==> config.mk <==
export PLATFORM = sky130hd
export DESIGN_NAME = pipe_gen
export DESIGN_NICKNAME = d
export VERILOG_FILES = /design/src/rtl/pipe_gen.sv
export SDC_FILE = /design/constraint.sdc
export NUM_CORES = 1
export LEC_CHECK = 0
export CELL_PAD_IN_SITES_DETAIL_PLACEMENT = 0
export CELL_PAD_IN_SITES_GLOBAL_PLACEMENT = 2
export CORE_AREA = 2 2 104 106
export DETAILED_ROUTE_END_ITERATION = 6
export DIE_AREA = 0 0 106 108
export PLACE_DENSITY_LB_ADDON = 0.1
export SYNTH_ARGS = -nofsm -noshare
export SYNTH_HDL_FRONTEND = slang
export SYNTH_SLANG_ARGS = --single-unit
==> constraint.sdc <==
create_clock -name clk -period 3.42 [get_ports clk]
set_input_delay 0.684 -clock clk [delete_from_list [all_inputs] [get_ports clk]]
set_output_delay 0.684 -clock clk [all_outputs]
set_load 0.05 [all_outputs]
==> src/rtl/pipe_gen.sv <==
// Scrolling pipe-field generator: a COLS-deep column chain that receives empty and wall
// columns in turn, with a pseudo-random gap in each wall. Optional macro: SPACING_RAMP_EN.
module pipe_gen #(
  parameter int COLS        = 8,
  parameter int BIRD_COL    = 1,
  parameter int GAP_H       = 3,
  parameter int PIPE_W      = 1,
  parameter int SPACING     = 3,
  parameter int MIN_SPACING = 1
) (
  input  logic       clk,
  input  logic       reset,
  input  logic       active,
  input  logic       tick,
  output logic [7:0] new_col,
  output logic [7:0] pipe,
  output logic [7:0] walls
);

  localparam int GMOD = 8 - GAP_H;

  typedef enum logic [1:0] {IDLE, SPACE, WALL} state_t;

  state_t                r_state, w_state_nxt;
  logic [COLS-1:0][7:0]  r_col;
  logic [7:0]            r_cnt, w_cnt_nxt;
  logic [7:0]            r_walls, w_walls_nxt;
  logic [7:0]            r_lfsr;
  logic [2:0]            r_gap, w_gap_nxt, w_gap_new;
  logic [7:0]            w_wall, w_gen, w_reload;
  logic                  w_shift;

`ifdef SPACING_RAMP_EN
  logic [7:0]            r_sp, w_sp_nxt;
  assign w_reload = r_sp;
`else
  assign w_reload = 8'(SPACING);
`endif

  // Free-running Fibonacci LFSR, x^8+x^6+x^5+x^4+1; only reset reseeds it.
  always_ff @(posedge clk or posedge reset) begin
    if (reset) r_lfsr <= 8'hA5;
    else       r_lfsr <= {r_lfsr[6:0], r_lfsr[7] ^ r_lfsr[5] ^ r_lfsr[4] ^ r_lfsr[3]};
  end

  assign w_gap_new = 3'(1 + (32'(r_lfsr[2:0]) % GMOD));

  always_comb begin
    w_wall = '0;
    for (int i = 1; i < 8; i++)
      w_wall[i] = ~((i >= int'(r_gap)) && (i < int'(r_gap) + GAP_H));
  end

  always_comb begin
    w_state_nxt = r_state;
    w_cnt_nxt   = r_cnt;
    w_walls_nxt = r_walls;
    w_gap_nxt   = r_gap;
    w_shift     = 1'b0;
    w_gen       = 8'h00;
`ifdef SPACING_RAMP_EN
    w_sp_nxt    = r_sp;
`endif
    case (r_state)
      IDLE: begin
        w_state_nxt = SPACE;
        w_cnt_nxt   = 8'(SPACING);
      end
      SPACE: if (tick) begin
        w_shift   = 1'b1;
        w_cnt_nxt = r_cnt - 8'd1;
        if (r_cnt == 8'd1) begin
          w_state_nxt = WALL;
          w_cnt_nxt   = 8'(PIPE_W);
          w_gap_nxt   = w_gap_new;
          if (r_walls != 8'hFF) w_walls_nxt = r_walls + 8'd1;
        end
      end
      WALL: if (tick) begin
        w_shift   = 1'b1;
        w_gen     = w_wall;
        w_cnt_nxt = r_cnt - 8'd1;
        if (r_cnt == 8'd1) begin
          w_state_nxt = SPACE;
          w_cnt_nxt   = w_reload;
`ifdef SPACING_RAMP_EN
          if (r_sp > 8'(MIN_SPACING)) w_sp_nxt = r_sp - 8'd1;
`endif
        end
      end
      default: w_state_nxt = IDLE;
    endcase
  end

  // Inactive clears the field synchronously and outranks any tick in the same cycle.
  always_ff @(posedge clk or posedge reset) begin
    if (reset) begin
      r_state <= IDLE;
      r_col   <= '0;
      r_cnt   <= '0;
      r_walls <= '0;
      r_gap   <= 3'd1;
    end else if (!active) begin
      r_state <= IDLE;
      r_col   <= '0;
      r_cnt   <= '0;
      r_walls <= '0;
      r_gap   <= 3'd1;
    end else begin
      r_state <= w_state_nxt;
      r_cnt   <= w_cnt_nxt;
      r_walls <= w_walls_nxt;
      r_gap   <= w_gap_nxt;
      if (w_shift) begin
        for (int i = 0; i < COLS - 1; i++) r_col[i] <= r_col[i+1];
        r_col[COLS-1] <= w_gen;
      end
    end
  end

`ifdef SPACING_RAMP_EN
  always_ff @(posedge clk or posedge reset) begin
    if (reset)        r_sp <= 8'(SPACING);
    else if (!active) r_sp <= 8'(SPACING);
    else              r_sp <= w_sp_nxt;
  end
`endif

  assign new_col = r_col[COLS-1];
  assign pipe    = r_col[BIRD_COL];
  assign walls   = r_walls;

endmodule

==> results.yml <==
run_status:
  status: "finished clean"
clocking:
  clk-insertion-delay-late_ps: 350
  cts_tree: "built"
  cts_sinks: 78
  cts.path.max_buffers: 2
  post_cts_resized: 0
  cts_root_buf: "clkbuf_8"
  clk_pin_slew_worst_paths_ps: 80
  post-cts-setup-buffers: 0
  cts_buffers: 9
  h-tree-depth: 3
  hold_buffers: 0
detailed_routing:
  wl_per_cell_um: 13.84
  first_pass_iters: 4
  vias: 2769
  drt-total-wl_um: 7640
  drt_drc_violations_left: 0
  drtIter0Drc: 131
  ant_nets: 0
  vias_per_cell: 5.016
sta:
  setup_tns_ps: 0
  period_minus_slack_ps: 2449
  hold_violations: 0
  drv_slew: 0
  min_period_over_period_pct: 71.62
  worstMarginPinSlew_ps: 790.5
  setup_viol: 0
  fmax_mhz: 408.3
  slew-limit-headroom_pct: 46.90
  hold_ws_ps: 363.0
  finClkSkew_ps: 15.90
  rsz0062_at_grt: "false"
synthesis:
  async_flop_share_pct: 100.0
  netlist_instances: 407
  yosysTopAreaCell: "dfrtp_1"
  synth_edf_count: 0
  synth_area_mm2: 0.003746
  synth_cell_types: 48
  netlist_top_cells_count: "108 x nand2_1, 73 x dfrtp_1, 59 x a21oi_1, 21 x clkbuf_1, 16 x buf_4"
  yosysMostFrequentCell: "nand2_1"
  synth_ff_type: "dfrtp_1"
  synth_top_area_share_pct: 48.76
  yosys_warnings: 0
  synth.avg_cell_area_um2: 9.204
  synth-seq-area-share_pct: 52.27
  synth_area_leaders: "dfrtp_1 49%, nand2_1 11%, a21oi_1 7.9%, ha_1 4.7%, dfstp_2 3.5%"
  ys_ff_latch: 78
grt:
  grt_pass1_vias: 2687
  grt_usage_pct: 14.48
  grt_pass1_wl_um: 13310
  overflow: 0
  grt_antenna_before_repair: 0
  grt_max_degree: 79
final_layout:
  final_util_pct: 41.10
  area_growth_pct: 12.26
  n_antenna_cell: 0
  layout-drive-gt1-share_pct: 7.452
  nets: 429
  nFillCells: 1076
  final_cell_count_no_fill: 552
power:
  cellPowerDensity_mw_per_mm2: 556.1
  p_clk_share_pct: 27.8
  p_sw_share_pct: 36.97
  switchingPower_w: 0.0008646
  max-vdd-ir-drop_mv: 0.1996
  p_seq_share_pct: 44.2
  finalPower_w: 0.002338
  p_leak_nw: 1.729
  combPwrFrac_pct: 28.0
  p_int_w: 0.001474
critical_path:
  worstSetupStartpointType: "flop"
  path_class: "reg2reg"
  arrival_ps: 2710
  reg2reg_slack_ps: 970
  crit_required_ps: 3680
  cp-end-kind: "flop"
  path_max_fanout: 9
placement:
  placed_cells: 536
  portBuffers: 25
  dpl.hpwl_um: 4636
  gp_congestion: 0.7810
die:
  die_x_um: 106
  core-area_mm2: 0.01023
  start_util_pct: 36.61
  pin_count: 28
  die_area_mm2: 0.01145
  row_count: 37
  die_y_um: 108
job:
  cap_violations: 0
hold_path:
  hp-class: "reg2reg"
[layout by cell type (no fill, tap or decap), types with 2 or more instances in the layout]
master / instances
nand2_1: 108
dfrtp_1: 73
a21oi_1: 59
clkdlybuf4s50_1: 25
ha_1: 14
inv_1: 13
clkbuf_8: 11
nor2_1: 9
nand3_1: 8
a31oi_1: 7
nor3_1: 6
nand2b_1: 5
buf_4: 5
dfstp_2: 5
a211oi_1: 4
or4_1: 4
o211ai_1: 4
or3_1: 3
o22ai_1: 3
xnor2_1: 3
o311ai_0: 3
o31ai_1: 3
xor2_1: 2
and3_1: 2
nor4_1: 2
o21ai_0: 2
mux2i_1: 2
clkinv_2: 2
a211o_1: 2
a31o_2: 2
a32o_1: 2
conb_1: 2
clkinvlp_4: 2
[state kept, by name, summed over array words and instances (netlist names)]
register / cells
r_col: 35
r_cnt: 8
r_lfsr: 8
walls: 8
new_col: 7
pipe: 7
r_gap: 3
r_state: 2
[worst paths after layout]
| kind | end | start | cells after the start |
|---|---|---|---|
| min in group asynchronous | r_cnt[2]$_DFFE_PP0P_ | reset | 3 |
| worst min register to register | r_lfsr[7]$_DFF_PP1_ | r_lfsr[6]$_DFF_PP0_ | 0 |
| max in group asynchronous | r_gap[0]$_DFFE_PP1P_ | reset | 3 |
| worst min-delay path | r_lfsr[7]$_DFF_PP1_ | r_lfsr[6]$_DFF_PP0_ | 0 |
| worst max-delay path | walls[3]$_DFFE_PP0P_ | r_cnt[1]$_DFFE_PP0P_ | 6 |
| worst max register to register | walls[3]$_DFFE_PP0P_ | r_cnt[1]$_DFFE_PP0P_ | 6 |
[critical path: stages (launching register included)]
cell	delay, ps
dfrtp_1	420
inv_1	90
ha_1	150
or4b_4	480
or3_1	530
or4_1	550
a21oi_1	150
[per-stage QoR]
stage | instance area, um2 | setup slack (ps)
2_1_floorplan | 3750 | 749.2
3_3_place_gp | 4021 | 772.2
3_5_place_dp | 4021 | 756.8
4_1_cts | 4205 | 963.6
5_1_grt | 4205 | 829.8
6_report | 4205 | 970.6
[logic make-up (layout without fill, tap and decap cells)]
| logic type | Yosys count | count (layout) | synth area share (%) |
|---|---|---|---|
| buf+inv | 54 | 62 | 7.047 |
| flops | 78 | 78 | 52.27 |
| mux | 2 | 2 | 0.5344 |
| other cells | 1 | 2 | 0.1001 |
| compound gates | 101 | 101 | 16.57 |
| xor+xnor | 5 | 5 | 1.169 |
| fa+ha+maj | 14 | 14 | 4.676 |
| simple gates | 152 | 152 | 17.64 |
[area by class of cell]
| cell class | count | area [um2] | share of cell area (%) |
|---|---|---|---|
| multi-input combinational | 276 | 1528 | 36.33 |
| tap | 136 | 170.2 | 4.046 |
| inverter | 15 | 57.56 | 1.369 |
| clock buffer | 12 | 155.1 | 3.689 |
| sequential | 78 | 1958 | 46.56 |
| timing repair buffer | 31 | 307.8 | 7.319 |
| clock inverter | 4 | 28.78 | 0.6843 |
[power groups by stage]
stage / sequential [W] / clock [W] / combinational [W]
floorplan: 0.00104 / 0 / 0.000499
global placement: 0.00105 / 0 / 0.000666
detailed placement: 0.00105 / 0 / 0.000663
CTS: 0.00103 / 0.000675 / 0.000665
global route: 0.00105 / 0.000717 / 0.000739
finish: 0.00103 / 0.000650 / 0.000655
[per-layer routing]
metal	vias up	track usage (%)	share of wire, %
li1	1388	-	-
met1	1338	19.83	51
met2	34	22.72	45
met3	9	2.773	2.4
met4	0	5.921	1.4
met5	-	0	0
Power figures use the tool's default switching activity.
